## src/rtl/cps_gfx_rom_fetch.sv

```systemverilog
// Graphics ROM fetch stage behind cps_a: one req/ack read per tile slot, with one pending slot.
// Each fetched planar word is converted to chunky 4bpp pixels and tagged with its layer.
module cps_gfx_rom_fetch #(
  parameter int AW      = 23,
  parameter int DW      = 64,
  parameter int TIMEOUT = 255
) (
  input  logic          CLK,
  input  logic          RESET_N,
  input  logic          HBLANK_N,
  input  logic          SLOT_STB,
  input  logic [AW-1:0] ROMA,
  input  logic          FLIP,
  output logic          ROM_REQ,
  output logic [AW-1:0] ROM_ADDR,
  input  logic          ROM_ACK,
  input  logic [DW-1:0] ROM_DATA,
  output logic          OUT_VALID,
  output logic [2:0]    OUT_LAYER,
  output logic [DW-1:0] OUT_PIX,
  output logic          BUSY,
  output logic          OVERRUN,
  output logic          TIMEOUT_ERR
);

  localparam int NPIX = DW / 4;
  localparam logic [7:0] TMO = 8'(TIMEOUT);

  typedef enum logic [1:0] {IDLE, REQ, CAPT} state_t;

  state_t          state, state_nxt;
  logic [7:0]      tmo_cnt;
  logic            cur_flip;
  logic [DW-1:0]   data_q;
  logic            hblank_q;
  logic            pend_valid, pend_flip;
  logic [AW-1:0]   pend_addr;

  logic            pend_live, start, start_flip, ack_take, abort, emit;
  logic [AW-1:0]   start_addr;
  logic            pend_valid_nxt, pend_flip_nxt, overrun_nxt;
  logic [AW-1:0]   pend_addr_nxt;
  logic [DW-1:0]   pix_conv;

  always_ff @(posedge CLK or negedge RESET_N) begin
    if (!RESET_N) state <= IDLE;
    else          state <= state_nxt;
  end

  // A falling HBLANK_N kills the pending slot before it can be issued or block a new strobe.
  assign pend_live = pend_valid & ~(hblank_q & ~HBLANK_N);

  always_comb begin
    state_nxt = state;
    case (state)
      IDLE:    if (pend_live || SLOT_STB) state_nxt = REQ;
      REQ:     if (ROM_ACK) state_nxt = CAPT;
               else if (tmo_cnt == TMO) state_nxt = IDLE;
      CAPT:    state_nxt = IDLE;
      default: state_nxt = IDLE;
    endcase
  end

  always_comb begin
    start          = (state == IDLE) && (pend_live || SLOT_STB);
    start_addr     = pend_live ? pend_addr : ROMA;
    start_flip     = pend_live ? pend_flip : FLIP;
    ack_take       = (state == REQ) && ROM_ACK;
    abort          = (state == REQ) && !ROM_ACK && (tmo_cnt == TMO);
    emit           = (state == CAPT);
    pend_valid_nxt = pend_live;
    pend_addr_nxt  = pend_addr;
    pend_flip_nxt  = pend_flip;
    overrun_nxt    = 1'b0;
    if (state == IDLE) begin
      if (pend_live && SLOT_STB) begin
        pend_addr_nxt = ROMA;
        pend_flip_nxt = FLIP;
      end else begin
        pend_valid_nxt = 1'b0;
      end
    end else if (SLOT_STB) begin
      if (pend_live) begin
        overrun_nxt = 1'b1;
      end else begin
        pend_valid_nxt = 1'b1;
        pend_addr_nxt  = ROMA;
        pend_flip_nxt  = FLIP;
      end
    end
  end

  always_comb begin
    pix_conv = '0;
    for (int n = 0; n < NPIX; n++)
      for (int p = 0; p < 4; p++)
        pix_conv[4*n+p] = cur_flip ? data_q[NPIX*p + NPIX-1-n] : data_q[NPIX*p + n];
  end

  always_ff @(posedge CLK or negedge RESET_N) begin
    if (!RESET_N) begin
      ROM_REQ     <= 1'b0;
      ROM_ADDR    <= '0;
      cur_flip    <= 1'b0;
      tmo_cnt     <= '0;
      data_q      <= '0;
      hblank_q    <= 1'b0;
      pend_valid  <= 1'b0;
      pend_addr   <= '0;
      pend_flip   <= 1'b0;
      OUT_VALID   <= 1'b0;
      OUT_LAYER   <= '0;
      OUT_PIX     <= '0;
      OVERRUN     <= 1'b0;
      TIMEOUT_ERR <= 1'b0;
    end else begin
      hblank_q   <= HBLANK_N;
      pend_valid <= pend_valid_nxt;
      pend_addr  <= pend_addr_nxt;
      pend_flip  <= pend_flip_nxt;
      if (start) begin
        ROM_REQ  <= 1'b1;
        ROM_ADDR <= start_addr;
        cur_flip <= start_flip;
        tmo_cnt  <= '0;
      end else if (state == REQ) begin
        if (ack_take || abort) ROM_REQ <= 1'b0;
        if (tmo_cnt != 8'hFF) tmo_cnt <= tmo_cnt + 8'd1;
      end
      if (ack_take) data_q <= ROM_DATA;
      OUT_VALID <= emit;
      if (emit) begin
        OUT_LAYER <= ROM_ADDR[AW-1:AW-3];
        OUT_PIX   <= pix_conv;
      end
      OVERRUN     <= overrun_nxt;
      TIMEOUT_ERR <= abort;
    end
  end

  assign BUSY = (state != IDLE);

endmodule
```

## config.mk

```make
export PLATFORM = sky130hd
export DESIGN_NAME = cps_gfx_rom_fetch
export DESIGN_NICKNAME = d
export VERILOG_FILES = /design/src/rtl/cps_gfx_rom_fetch.sv
export SDC_FILE = /design/constraint.sdc
export NUM_CORES = 1
export LEC_CHECK = 0
export BUFFER_PORTS_ARGS = -buffer_cell sky130_fd_sc_hd__buf_2
export CORE_MARGIN = 3
export CORE_UTILIZATION = 50
export CTS_CLUSTER_SIZE = 14
export DETAILED_ROUTE_END_ITERATION = 16
export GPL_TIMING_DRIVEN = 0
export PLACE_DENSITY = 0.75
export SLEW_MARGIN = 20
export SYNTH_ARGS = -nofsm -noshare
export SYNTH_HDL_FRONTEND = slang
export SYNTH_SLANG_ARGS = --single-unit
export TNS_END_PERCENT = 30
```

## constraint.sdc

```tcl
create_clock -name CLK -period 2.1 [get_ports CLK]
set_clock_uncertainty 0.2 [all_clocks]
set_input_delay 0.42 -clock CLK [delete_from_list [all_inputs] [get_ports CLK]]
set_output_delay 0.42 -clock CLK [all_outputs]
set_load 0.01 [all_outputs]
```

**Word-level counts from Yosys, hierarchy flattened**

Cells that the tools add are included.

- Register bits after elaboration: 195
- Bits of input ports: 93
- Output and inout bits: 95
- Word-level logic and storage cells: 133

- $add $sub $neg: 1
- Eq/ne operators: 7
- Mux-type cells: 88
- Bitwise logic cells: 4
- Reduce and logical (&&, ||, !) cells: 18

Operators by type and width:

| operator | number |
|---|---|
| 23-bit two-way mux | 4 |
| 1-bit two-way mux | 77 |
| 8-bit two-way mux | 3 |
| 2-bit nonzero test | 5 |
| 8-bit by 1-bit adder with 8-bit output, second input constant | 1 |
| 8-bit equality test, second input constant | 1 |
| 8-bit inequality test, second input constant | 1 |
| 2-bit AND reduction | 4 |
| 2-bit two-way mux | 3 |
| 1-bit logical AND | 5 |
| 2-bit by 1-bit inequality test with 1-bit output, second input constant | 2 |
| 2-bit case mux with 2 select lines | 1 |
| 3-bit inequality test, second input constant | 1 |
| 1-bit AND | 2 |
| 2-bit by 1-bit equality test with 1-bit output, second input constant | 1 |
| 2-bit equality test, second input constant | 1 |
| 2-bit zero test | 1 |
| 1-bit logical OR | 2 |
| 1-bit inverter | 2 |
| 1-bit zero test | 1 |

**Depth between registers and ports, before layout**

- Depth after elaboration: 8
- Mapped depth: 6
- Mapped depth without buffers: 5

**Least setup slack after synthesis**

No wires, ideal clock.

- Path kind: register to register
- Start point: reg state[1]
- End point: reg pend_addr[10]
- Library setup time: 0.125 ns
- Arrival: 1.452 ns
- Required time: 1.775 ns
- Slack: 0.323 ns
- Cell stages (with the launch flop): 6
- Buffers on the path: 1
- Period minus slack after synthesis: 1.777 ns
- Cells stage by stage: dfrtp_1 > or2_4 > a21oi_1 > nand3b_4 > buf_12 > mux2_4

- Word-level cells in the longest chain between the ends: 3
- Elaborated cells on any way between the ends: 5
- Classes of those cells: eq/ne (1); mux (1); reduce/logical (3)

RTL lines:

| element | line | RTL |
|---|---|---|
| start: declaration | 31 | `state_t state, state_nxt;` |
| start signal: assignment | 47 | `else state <= state_nxt;` |
| 2-bit zero test * | 75 | `if (state == IDLE) begin` |
| 2-bit by 1-bit inequality test with 1-bit output (no source line) / 2-bit nonzero test (equally long branches) | n/a |  |
| 2-bit AND reduction (no source line) | n/a |  |
| end signal: assignment | 119 | `pend_addr <= pend_addr_nxt;` |
| end: declaration | 37 | `logic [AW-1:0] pend_addr;` |

Mark *: on every way between the ends. The rest lies on a longest branch, timed or not.
A chain may end at the register's enable or synchronous reset.

**Final worst setup path**

- Start point: in HBLANK_N
- End point: reg ROM_ADDR[8]

- Word-level cells in the longest chain between the ends: 6
- Elaborated cells on any way between the ends: 7
- Classes of those cells: mux (1); bitwise (4); reduce/logical (2)

RTL lines:

| element | line | RTL |
|---|---|---|
| start: declaration | 10 | `input logic HBLANK_N,` |
| 1-bit inverter * | 51 | `assign pend_live = pend_valid & ~(hblank_q & ~HBLANK_N);` |
| 1-bit AND * | 51 |  |
| 1-bit inverter * | 51 |  |
| 1-bit AND * | 51 |  |
| 1-bit logical OR | 65 | `start = (state == IDLE) && (pend_live \|\| SLOT_STB);` |
| 1-bit logical AND | 65 |  |
| end signal: assignment | 123 | `ROM_ADDR <= start_addr;` |
| end: declaration | 15 | `output logic [AW-1:0] ROM_ADDR,` |

Marked as above.

==> flow_summary.ini <==
[synth]
syn-num-nets = 751
synth_edf_count = 0
synth-seq-cells = 195
ys_seq_area_share_pct = 58.95
synth_warnings = 0
ys.flop_type = dfrtp_1
avgSynthCellArea_um2 = 12.60
netlist_area_um2 = 8278
syn_inst = 657
synth.distinct_cells = 38
async_reset_ff_share_pct = 100.0

[critical_path]
critPathSlowestCell = dlygate4sd3_1
cp_max_fo = 10
critPathLaunchType = primary input
path_buf_inv = 4
worstPathArrival_ps = 2090
end_kind = flop
setup.worst_path.start = HBLANK_N
cpPeakStageDelay_ps = 540
cp_common_cell = buf_4
crit_required_ps = 2210
crit_type = primary input to flop
crit_chain = dlygate4sd3_1 -> buf_2 -> nand2b_4 -> and2_1 -> buf_4 -> buf_4 -> mux2i_1 -> a21oi_1
crit_family = buffers and inverters
r2r-start = state[0]

[sta]
final_max_slew_viol_count = 0
hold_ws_ps = 15.69
rsz0062_at_grt = yes
fin_crit_ps = 1981
slew_headroom_pct = 42.96
worst_pin_slew_ps = 855.5
fmax_ghz = 0.5048
period_share_pct = 94.33
setup_viol = 0
finalHoldViolations = 0
setup_tns_ps = 0

[cts]
root_buffer = clkbuf_16
clock_path_buffers = 2
cts_tree = yes
clk_pin_slew_ps = 70
cts.sinks = 195
htree_levels = 4
clk_latency_ps = 420
cts_made_buffers = 17

[pwr]
p_int_mw = 10.29
p_seq_share_pct = 41.3
power.net_switching_mw = 5.784
power_frac_clock_pct = 19.8
swShare_pct = 35.99
p_total_mw = 16.07
peakVddDrop_uv = 770.2
pwr-share-comb_pct = 39.0
p_leak_nw = 5.128
power_density_nw_per_um2 = 1578

[routing]
post-route-drc-count = 0
via_per_inst = 5.247
wire_per_inst_um = 17.84
first_pass_iters = 5
detail-route-antenna-nets = 0
via_count = 5767
wirelength_um = 19610
drt_iter0_drc = 257

[global_route]
globalRouteOverflowTotal = 0
grt_pass1_vias = 5939
grt_max_degree = 99
grt_pass1_wl_um = 31260
grt_usage_pct = 22.04
antenna_found_initial = 1

[run_status]
status = finished, final reports clean

[cells_and_area]
drive_gt1_share_pct = 39.64
diodes = 0
final_core_util_pct = 63.42
layout_common_cells = buf_2, dfrtp_1, mux2i_1
fin_nets = 964
final_cell_area_um2 = 10180
final_common_cell = buf_2
area_growth_pct = 23.02

[die]
rows = 46
initial_core_util_pct = 51.55
coreArea_um2 = 16060
ioPinCount = 188
die_y_um = 134.7
die_w_um = 134.7
die-area_um2 = 18140

[min_path]
hold_class = primary input to flop
holdCritStartpoint = ROM_DATA[9]

[job]
cap_violations = 0

[placement]
dpl.hpwl_um = 13620
place_congestion = 0.7640
place_area_um2 = 9549
io_buffers = 187
==> power groups by stage <==
stage / Sequential [mW] / Clock [mW] / Combinational [mW]
2_1_floorplan: 6.84 / 0 / 3.90
3_3_place_gp: 6.60 / 0 / 6.11
3_5_place_dp: 6.66 / 0 / 6.28
4_1_cts: 6.62 / 3.24 / 6.32
5_1_grt: 6.85 / 3.39 / 6.90
6_report: 6.63 / 3.18 / 6.26
==> area by class of cell <==
cell class                 instances  area (um2)
sequential                       195        4880
fill                            1285        5874
multi-input combinational        418        3126
inverter                           5       18.77
tap                              216       270.3
buffer                            39       266.5
timing repair buffer             194        1046
clock buffer                      17       425.4
clock inverter                    15       151.4
==> layer usage <==
layer	global-route usage (%)	up-vias	routed length (um)
met5	0	-	13
met4	6.278	2	274
met3	6.334	22	1383
met2	36.10	173	9621
met1	28.89	2861	8314
li1	-	2709	-
==> metrics by stage <==
step	std cells	worst slack, ps
after floorplan	657	323.3
after global placement	1060	-2838
after detailed placement	1062	-22.27
after CTS	1097	35.68
after global routing	1099	-4.832
final	1099	119.0
==> sequential cells by signal, indices dropped and copies added, names as in the netlist <==
register     cells
OUT_LAYER        3
pend_addr       23
pend_valid       1
ROM_ADDR        23
tmo_cnt          8
ROM_REQ          1
pend_flip        1
state            2
cur_flip         1
data_q          64
OUT_PIX         64
TIMEOUT_ERR      1
OVERRUN          1
OUT_VALID        1
hblank_q         1
==> worst reg2reg max path, stage by stage, from the launching register on <==
cell,delay [ps]
dfrtp_1,400
nand2b_1,300
clkbuf_1,400
clkbuf_2,350
o21ai_0,140
==> cells in the mapped netlist, types with 3 or more instances <==
master / n / share of area, %
buf_2: 18 / 1.1
o21ai_0: 67 / 4.1
nor3_1: 3 / 0.18
nor2_1: 32 / 1.5
nand2_1: 79 / 3.6
buf_6: 6 / 0.82
mux2_2: 69 / 9.4
clkbuf_1: 8 / 0.36
inv_1: 5 / 0.23
mux2i_1: 90 / 11
mux2_4: 20 / 3.6
buf_4: 3 / 0.27
dfrtp_1: 195 / 59
nand3_1: 4 / 0.24
a21oi_1: 27 / 1.6
nand2b_1: 5 / 0.38
==> kinds of logic after synthesis <==
| group | Yosys count | synth area share [%] |
|---|---|---|
| buf+inv | 44 | 3.431 |
| xor+xnor | 1 | 0.1058 |
| compound gates | 100 | 6.212 |
| flops | 195 | 58.95 |
| simple gates | 137 | 7.255 |
| mux | 179 | 23.90 |
| fa+ha+maj | 1 | 0.1511 |
==> final timing paths <==
kind / end / slack, ps / cells past startpoint
setup / recovery: ROM_ADDR[8] / 120 / 8
hold / removal: data_q[9] / 20 / 2
setup reg to reg: OUT_PIX[55] / 180 / 4
hold reg to reg: OUT_PIX[29] / 270 / 2
max in group asynchronous: OUT_PIX[8] / 780 / 3
min in group asynchronous: OUT_PIX[31] / 200 / 2
==> repair_timing <==
action                                  CTS  global route
hold buffers                              3             0
endpoints found under the setup margin   10            40
buffers inserted                          0             2
gates resized for setup                   1             4
pin swaps                                 0             1
hold endpoints to repair                197             0
No activity file was read; power rests on OpenSTA's default activity.
